===== src/rtl/wb_exp_fifo.sv =====
// Synchronous FIFO holding expected writeback entries; wrapping pointers,
// with an explicit occupancy count to tell full from empty.
module wb_exp_fifo #(
    parameter int W     = 37,
    parameter int DEPTH = 16
) (
    input  logic                         clk,
    input  logic                         reset,
    input  logic                         flush,
    input  logic                         push,
    input  logic                         pop,
    input  logic [W-1:0]                 din,
    output logic [W-1:0]                 head,
    output logic [$clog2(DEPTH+1)-1:0]   count,
    output logic                         full
);
    localparam int PW = $clog2(DEPTH);
    localparam int CW = $clog2(DEPTH+1);

    logic [W-1:0]  mem [DEPTH];
    logic [PW-1:0] wr_ptr;
    logic [PW-1:0] rd_ptr;
    logic          empty;
    logic          do_push;
    logic          do_pop;

    assign full    = (count == CW'(DEPTH));
    assign empty   = (count == '0);
    assign do_push = push && !full;
    assign do_pop  = pop && !empty;
    assign head    = mem[rd_ptr];

    always_ff @(posedge clk) begin
        if (reset || flush) begin
            wr_ptr <= '0;
            rd_ptr <= '0;
            count  <= '0;
        end else begin
            if (do_push) begin
                mem[wr_ptr] <= din;
                wr_ptr      <= wr_ptr + 1'b1;
            end
            if (do_pop) begin
                rd_ptr <= rd_ptr + 1'b1;
            end
            if (do_push && !do_pop) begin
                count <= count + 1'b1;
            end else if (!do_push && do_pop) begin
                count <= count - 1'b1;
            end
        end
    end

endmodule


===== config.mk =====
export PLATFORM = sky130hd
export DESIGN_NAME = wb_exp_fifo
export DESIGN_NICKNAME = d
export VERILOG_FILES = /design/src/rtl/wb_exp_fifo.sv
export SDC_FILE = /design/constraint.sdc
export NUM_CORES = 1
export LEC_CHECK = 0
export BUFFER_PORTS_ARGS = -buffer_cell sky130_fd_sc_hd__clkbuf_2
export CAP_MARGIN = 20
export CELL_PAD_IN_SITES_DETAIL_PLACEMENT = 1
export CELL_PAD_IN_SITES_GLOBAL_PLACEMENT = 1
export CORE_MARGIN = 4
export CORE_UTILIZATION = 50
export CTS_BUF_LIST = sky130_fd_sc_hd__clkbuf_16
export DETAILED_ROUTE_END_ITERATION = 10
export GPL_ROUTABILITY_DRIVEN = 0
export HOLD_SLACK_MARGIN = 0.08
export PLACE_DENSITY = 0.7
export SYNTH_ARGS = -nofsm -noshare
export SYNTH_HDL_FRONTEND = slang
export SYNTH_SLANG_ARGS = --single-unit
export TNS_END_PERCENT = 100

===== constraint.sdc =====
create_clock -name clk -period 6.5 [get_ports clk]
set_clock_uncertainty 0.15 [all_clocks]
set_input_delay 1.3 -clock clk [delete_from_list [all_inputs] [get_ports clk]]
set_output_delay 1.3 -clock clk [all_outputs]
set_load 0.005 [all_outputs]

==> summary by stage, run 1 <==
Run status
The flow ran to the end, and the final reports show no timing, DRC or antenna violations.

Floorplan
The die is between 200 and 250 µm tall. between 80 and 90 I/O pins were placed. The floorplan die area is about 50,000 µm². The floorplan step defined a core boundary enclosing around 45,000 µm².

The initial core utilization is between 50% and 60%. The width of the chip is around 220 µm. After floorplanning, the core was divided into 78 placement rows.

Routing
The violation count after the first detailed-routing iteration is around 1,200. The detailed-route DRC error count is 0. The first detailed-routing pass took 4 iterations. The final route contains ~11,000 vias. The mean routed wirelength per cell is ~29 µm.

After detailed routing, the number of vias per cell comes to between 6 and 7. Summed over all layers, the routed wires come to between 50,000 and 60,000 µm. The number of nets with antenna violations after routing is 0.

GRT
The number of global-route vias before repair is ~12,000. The global routing stage identified its most utilized layer as met2. The residual overflow from global routing is 0. The initial antenna violation count was 2. Global routing consumed, on the met3 layer, between 3 and 4% of the routing resources.

The global-route wire length before repair is a little under 80,000 µm. Global routing used between 30% and 40% of the available met1 tracks. The met2 global-route usage is 36.14%. Global routing used between 20% and 30% of the available tracks.

Entering global routing, the biggest net connects 60 pins.

Synthesis
The post-synthesis register bit count is between 600 and 700. The yosys synthesis warning count is 0. In the synthesized netlist the async set-or-reset flop fraction comes to 0%. The post-synthesis instance area is 23,020 µm². Of the synthesized area, sequential elements account for just under 80%. The synthesized area per cell is ~23 µm². The most used flip-flop cell after synthesis is sky130_fd_sc_hd__edfxtp_1. The net count after synthesis is 1,064. The synthesized design contains slightly below 600 enable-type register cells. The distinct cell type count of the synthesized netlist is 37. The synthesized netlist cell count is around 1,000.

Setup path
Counting both buffers and inverters, the worst setup path holds a total of 2. The category of the critical setup timing path is reg2out. The maximum fanout along the worst path is 59. At the worst endpoint, the required time is about 5.1 ns. Data on the critical path arrives at its endpoint at roughly 3.2 ns. The signal on the critical path passes through buf_4 > mux4_2 > a22oi_1 > nand2_1 > clkbuf_2. The kind of end point of the critical path is an output port. The worst setup path is launched from a flip-flop. For this run, the slowest stage of the critical path takes slightly below 0.8 ns.

The cell family with the largest share of critical-path delay is buffers and inverters. The slowest stage of the critical path belongs to the cell sky130_fd_sc_hd__buf_4.

STA
Derived from the worst setup path, the maximum achievable clock frequency is about 210 MHz. The total setup violations reported at the end of the flow is 0. The count of endpoints failing hold in the final timing report was 0. The worst pin sits at a relative slew slack of 25.99%. The share of the clock period used by the worst path is 71.81%. Setup repair after global routing left no endpoint under its margin. Summed over all failing endpoints, the final setup total negative slack is 0 ns. The worst path needs 4.668 ns of the cycle, external delays included. The final-report max-slew violation count is 0.

For the pin with the worst max-slew slack, the measured transition is between 1 and 1.5 ns.

Placement
The total half-perimeter wirelength after legalization and detailed placement is between 20,000 and 30,000 µm. The count of buffers added on input and output ports is 84. The number of cells after detailed placement is 1,670.

Finish
Relative to the synthesized area, the layout overhead comes to 13.79%. The layout has 3,865 filler cells. The library cells used most frequently in the layout, excluding fill and tap cells, are sky130_fd_sc_hd__edfxtp_1, sky130_fd_sc_hd__mux4_2, sky130_fd_sc_hd__clkbuf_2, sky130_fd_sc_hd__a22oi_1, sky130_fd_sc_hd__clkbuf_16.

0 antenna diodes ended up in the layout. The proportion of layout cells with a drive suffix above 1 is between 30% and 40%. At the end of the flow, the number of nets in the layout was roughly 1,200. The commonest non-fill, non-tap cell in the layout is sky130_fd_sc_hd__edfxtp_1. The count of cells in the finished layout, fillers not included, comes to 1,781.

Power and ir drop
In this run, flip-flops and latches consume a little over half of the power. The internal portion of the total power is roughly 6500 µW. Per report_power, the clock group accounts for roughly two fifths of the total. The leakage power is 0.008270 µW.

Net switching is a little over a fifth of the power. The worst voltage drop across the vdd grid is 0.3136 mV. Summing internal, switching and leakage power gives about 8200 µW. For this design the total switching power over the nets is 1762 µW. Power spread over the standard cell area amounts to 314.7 nW/µm². The share of power burned in combinational logic is under 10%.

Clock tree
The latest clock arrival within the worst-skew pair is roughly 0.61 ns. The total of hold buffers inserted after clock tree synthesis is 0. The number of CTS-inserted buffers is just under 60.

Post-CTS timing repair inserted 0 buffers for setup. The clock tree root buffer cell is sky130_fd_sc_hd__clkbuf_16. In this run the deepest clock path goes through 3 buffers. The clock tree from TritonCTS is yes. Gates resized during post-CTS repair numbered 0.

The H-tree depth is 2. Clock-pin slew was measured on the worst setup and hold paths at 0.06 ns. The clock net sink count is approximately 610.

Run
The max capacitance violation total is 0.

Hold path
The min-delay analysis places its worst path in the category reg2reg.
-- path summary, 6_finish.rpt --
check | from | endpoint | slack [ns] | cells past startpoint
setup reg to reg | count[0]$_SDFFE_PP0P_ | mem[10][5]$_DFFE_PP_ | 3.27 | 5
hold reg to reg | rd_ptr[3]$_SDFFE_PP0P_ | rd_ptr[3]$_SDFFE_PP0P_ | 0.36 | 2
hold / removal | rd_ptr[3]$_SDFFE_PP0P_ | rd_ptr[3]$_SDFFE_PP0P_ | 0.36 | 2
setup / recovery | flip-flop | head[36] | 1.83 | 5
-- synthesized netlist by cell type, drive strengths merged, types with 2 or more instances --
master,number,area share (%)
edfxtp,592,77
mux4,148,14
a22oi,74,2.4
nand2,43,0.70
nor2,33,0.54
buf,30,0.86
clkbuf,22,0.36
dfxtp,17,1.5
ha,9,0.49
a21oi,4,0.087
inv,4,0.065
nand3,4,0.087
xor2,4,0.15
mux2i,3,0.13
o211ai,3,0.12
a31o,2,0.076
nor2b,2,0.054
or2,2,0.054
or4,2,0.082
xnor2,2,0.076
-- state kept, by name (all words and copies together) (netlist names), named ones only --
signal / count
mem: 592
count: 5
rd_ptr: 4
wr_ptr: 4
-- layer usage --
layer | vias to the layer above | routed length (µm)
met2 | 328 | 26920
met5 | - | 14
met1 | 5779 | 21670
li1 | 4535 | -
met3 | 60 | 2919
met4 | 2 | 816
-- logic make-up (layout without fill, tap and decap cells) --
group / count (synthesis) / after routing / share of synthesized area [%]
xor gates and xnor gates: 6 / 6 / 0.2283
and+or+nand+nor: 91 / 91 / 1.669
DFF: 609 / 609 / 78.71
muxes: 151 / 151 / 14.61
AOI/OAI and AO/OA: 89 / 89 / 2.914
adders and majority gates: 10 / 10 / 0.5762
buffers and inverters: 56 / 225 / 1.288
-- power by group through the flow --
| stage | registers, µW | logic [µW] | clock network (µW) |
|---|---|---|---|
| after detailed placement | 4450 | 541 | 0 |
| after global routing | 4370 | 586 | 3570 |
| final | 4370 | 531 | 3340 |
| after global placement | 4450 | 527 | 0 |
| after floorplan | 4430 | 394 | 0 |
| after CTS | 4370 | 543 | 3410 |
-- through the flow --
| stage | hold slack [ns] | cell area (µm²) | util [%] | worst slack [ns] |
|---|---|---|---|---|
| 3_5_place_dp | 0.3511 | 24280 | 53.38 | 2.370 |
| 2_1_floorplan | 0.3158 | 23020 | - | 2.252 |
| 5_1_grt | 0.4051 | 26190 | 57.59 | 1.553 |
| 3_3_place_gp | 0.3396 | 24280 | 53.38 | 2.396 |
| 6_report | 0.3630 | 26190 | 57.59 | 1.832 |
| 4_1_cts | 0.3674 | 26170 | 57.55 | 1.733 |
-- cell type report --
class	count	area (µm²)	area share, %
flip-flops and latches	609	18120	69.20
multi-input cells	347	4747	18.12
clock buffers	61	1526	5.828
well taps	600	750.7	2.866
repair buffers	111	660.6	2.522
clock inverters	49	366.6	1.400
inverters	4	15.01	0.05733
-- worst min-delay path, delay by kind of cell, from the launching register on --
kind | cells | cell delay [ns]
flops | 1 | 0.31
compound gates | 1 | 0.09
simple gates | 1 | 0.07
(Power assumes the default switching activity.)
==> run 2, diff against run 1 <==
- ABC_AREA: unset -> 1
- CORE_UTILIZATION: 50 -> 45
- PLACE_DENSITY: 0.7 -> 0.73
- clock period: 6.5 -> 4 ns (I/O delays scaled with it)
==> run 2 against run 1 <==
First-iteration DRC count grew 19%. Critical path type unchanged. Utilization shrank 6.1 points. Via count grew 69%. Sequential power grew 62%. Power grew 76%. Non-clock buffer count grew 10. Clock power grew 83%. Final cell count grew 91%. Global-route usage grew 1.6 points. Synthesized area grew 14%. Synthesized cell count grew 150%. Count of clock-buffer cells in the layout grew 12.
==> summary by stage, run 2 <==
Routing
The routed layout has around 18,000 vias. For this run, design rule violations remaining after detail routing come to 0. After detailed routing, the number of vias per cell comes to 5.306. The detailed-routing iteration count for the pre-antenna-repair pass is 5. The violation count after the first detailed-routing iteration is around 1,400.

The count of nets left with antenna violations once routing finished came out at 0. After detailed routing, the average wire length per cell comes to around 21 µm. The final layout contains routed wiring with a total length of between 70,000 and 80,000 µm.

Floorplan
The floorplan has 88 rows. The I/O pin count is 85. The floorplan die area is just over 60,000 µm². Measured along the x axis, the die boundary spans 249.7 µm. The initial core utilization is about 45%. The total area inside the core boundary comes to slightly below 60,000 µm². The die extent in y is between 200 and 250 µm.

STA
The headroom to the max-slew limit is approximately a quarter. The final-report max-slew violation count is 0. The achievable frequency is 273.6 MHz. Setup repair after global routing left no endpoint under its margin.

Counting I/O delays and the setup requirement, the final critical path takes around 3.7 ns. The count of endpoints failing hold in the final timing report came to 0. In the finished design, the share of the clock period the worst path needs comes to between 90 and 100%. The transition time of the tightest slew-check pin is around 1.1 ns. After routing, the total negative slack on setup checks comes to 0 ns.

The total setup violations reported at the end of the flow is 0.

Synthesis
The net count after synthesis is ~2,600. Sorting the synthesized cells by area gives the leading types as sky130_fd_sc_hd__edfxtp_1, sky130_fd_sc_hd__nand2_1, sky130_fd_sc_hd__nand3_1. After synthesis the cells add up to between 20,000 and 30,000 µm². Yosys mapped a number of flops with a built-in enable equal to 592.

The synthesized area per cell is roughly 10 µm². The yosys synthesis warning count is 0. The most common cell in the synthesized netlist is sky130_fd_sc_hd__nand2_1. The most used flip-flop cell after synthesis is sky130_fd_sc_hd__edfxtp_1. Yosys mapped the design onto 20 distinct sky130hd cell types.

The sequential element share of the synthesized area is approximately 69%. The synthesized netlist cell count is about 2,500. The synthesized design contains ~610 register bits. By count the netlist is led by sky130_fd_sc_hd__nand2_1, sky130_fd_sc_hd__edfxtp_1, sky130_fd_sc_hd__inv_1. The area share of the leading cell type in the synthesized netlist is 67.65%. After synthesis, the share of flip-flops with an asynchronous set or reset is 0%. Of all cell types, the one taking the most synthesized area is sky130_fd_sc_hd__edfxtp_1.

Setup path
The worst setup path is captured at an output port. The required time of the critical path is 3.05 ns. By startpoint and endpoint, the worst setup path is classified as reg2out.

The register-to-register setup slack is about 1.3 ns. The critical path data arrival time is ~2.7 ns. The type of element launching the critical path is a flip-flop. Of all nets on the critical path, the largest fanout is a little over 200.

Run
Max-cap violations in this run came to 0.

Power and ir drop
For this design the total switching power over the nets is ~3500 µW. Combinational logic is responsible for 9.3% of the overall power. Of the total power, the share spent switching nets is a little under a quarter. The cell area power density is about 500 nW/µm². The clock network power share is approximately two fifths. VDD sags by at most between 0.2 and 0.3 mV. Registers are responsible for between 40% and 50% of the overall power. The leakage power is between 0.01 and 0.015 µW.

The internal power contribution is 11,090 µW.

Clock tree
The tree is rooted in a sky130_fd_sc_hd__clkbuf_16. The number of cells upsized or downsized after cts is 0. The latest clock arrival within the worst-skew pair is roughly 0.59 ns. TritonCTS built the clock tree.

Buffers inserted to repair hold after CTS numbered 0. The clock net sink count is ~600. The maximum buffer depth of the clock tree is 3. The clock-pin slew on the worst setup and hold paths is approximately 0.06 ns. After clock tree synthesis, the setup repair step added 0 buffers.

Buffers inserted during clock tree synthesis total 66. The H-tree was split into 3 levels.

GRT
The number of global-route vias before repair is about 20,000. The initial antenna violation count is 3. The global-route usage over all layers is about 23%.

The pin count of the biggest net entering global routing is roughly 210. The residual overflow from global routing is 0. The first global-routing pass estimated approximately 110,000 µm of wire.

Finish
Counting flops per register, the top entry is mem. The post-layout utilization of the core is between 50% and 60%. The top cell types in the final layout, fill and taps aside, are sky130_fd_sc_hd__nand2_1, sky130_fd_sc_hd__edfxtp_1, sky130_fd_sc_hd__inv_1, sky130_fd_sc_hd__nand3_1, sky130_fd_sc_hd__clkbuf_2. The proportion of layout cells with a drive suffix above 1 is 8.857%. The area overhead of the layout relative to synthesis is 13.23%.

The largest registers in the layout are mem x592, count x5. The register with the most flip-flops in the layout has roughly 590 of them. In the final design database the tool counted approximately 2,600 nets. The commonest non-fill, non-tap cell in the layout is sky130_fd_sc_hd__nand2_1.

Placement
The number of port buffers is 84. Detailed placement ended at an HPWL of approximately 37,000 µm.

Run status
The run finished with clean final reports.

Hold path
The path type of the worst min-delay path is in2reg.
==> run 2: cell types whose count changed after synthesis, sizes merged, moves of 7 or more <==
cell / before / now
mux4: 148 / 0
nand3: 4 / 456
a22oi: 74 / 0
inv: 4 / 466
buf: 30 / 105
nor2: 33 / 40
nand2: 43 / 804
==> run 2: worst paths after layout <==
check / from / to / cells after the start
min: push / wr_ptr[2]$_SDFFE_PP0P_ / 3
min reg2reg: rd_ptr[2]$_SDFFE_PP0P_ / flip-flop / 2
max reg2reg: count[0]$_SDFFE_PP0P_ / mem[4][31]$_DFFE_PP_ / 7
max: flip-flop / head[5] / 8
==> run 2: power by group through the flow <==
stage                     registers (µW)  logic, µW  clock network (µW)
final                               7070       1350                6110
after CTS                           7070       1370                6220
after floorplan                     7190        890                   0
after global placement              7210       1300                   0
after detailed placement            7210       1350                   0
after global routing                7080       1520                6490
==> run 2: area by class of cell <==
cell class / instances / area (µm²)
multi-input cells: 1329 / 5817
repair buffers: 121 / 923.4
inverters: 466 / 1760
clock inverters: 44 / 335.3
flip-flops and latches: 609 / 18130
diodes: 2 / 5.005
well taps: 765 / 957.2
fillers: 6225 / 28050
clock buffers: 73 / 1827
==> run 2: metal layers <==
layer	vias to the layer above	GRT usage, %	wire, µm
met5	-	0	14
met4	2	7.491	1861
met3	137	3.772	3979
met2	487	40.24	36360
met1	9172	29.55	30070
li1	8290	-	-
==> run 2: logic make-up after synthesis <==
group	count (synthesis)	share of synthesized area (%)
compound gates	12	0.2286
xor+xnor	4	0.1333
fa+ha+maj	10	0.5047
buf+inv	588	9.375
flops	609	68.95
simple gates	1303	20.81
==> run 2: critical path: stages (launching register included) <==
cell,delay [ns]
sky130_fd_sc_hd__dfxtp_4,0.39
sky130_fd_sc_hd__buf_12,0.57
sky130_fd_sc_hd__nand2_1,0.12
sky130_fd_sc_hd__nand2_1,0.11
sky130_fd_sc_hd__nand2_1,0.05
sky130_fd_sc_hd__nand3_1,0.09
sky130_fd_sc_hd__nand3_1,0.08
sky130_fd_sc_hd__nand2_1,0.23
sky130_fd_sc_hd__clkbuf_2,0.16
==> run 2: through the flow <==
| step | area [µm²] | cells | hold slack (ns) | setup WS [ns] | total power [µW] |
|---|---|---|---|---|---|
| detailed placement | 27590 | 3290 | 0.3874 | 1.066 | 8558 |
| finish | 29750 | 3409 | 0.3545 | 0.3447 | 14540 |
| global placement | 27590 | 3290 | 0.3628 | 1.075 | 8503 |
| CTS | 29750 | 3407 | 0.3200 | 0.4146 | 14660 |
| global route | 29750 | 3409 | 0.3544 | 0.2481 | 15080 |
| floorplan | 26280 | 2526 | 0.3293 | 0.4706 | 8082 |
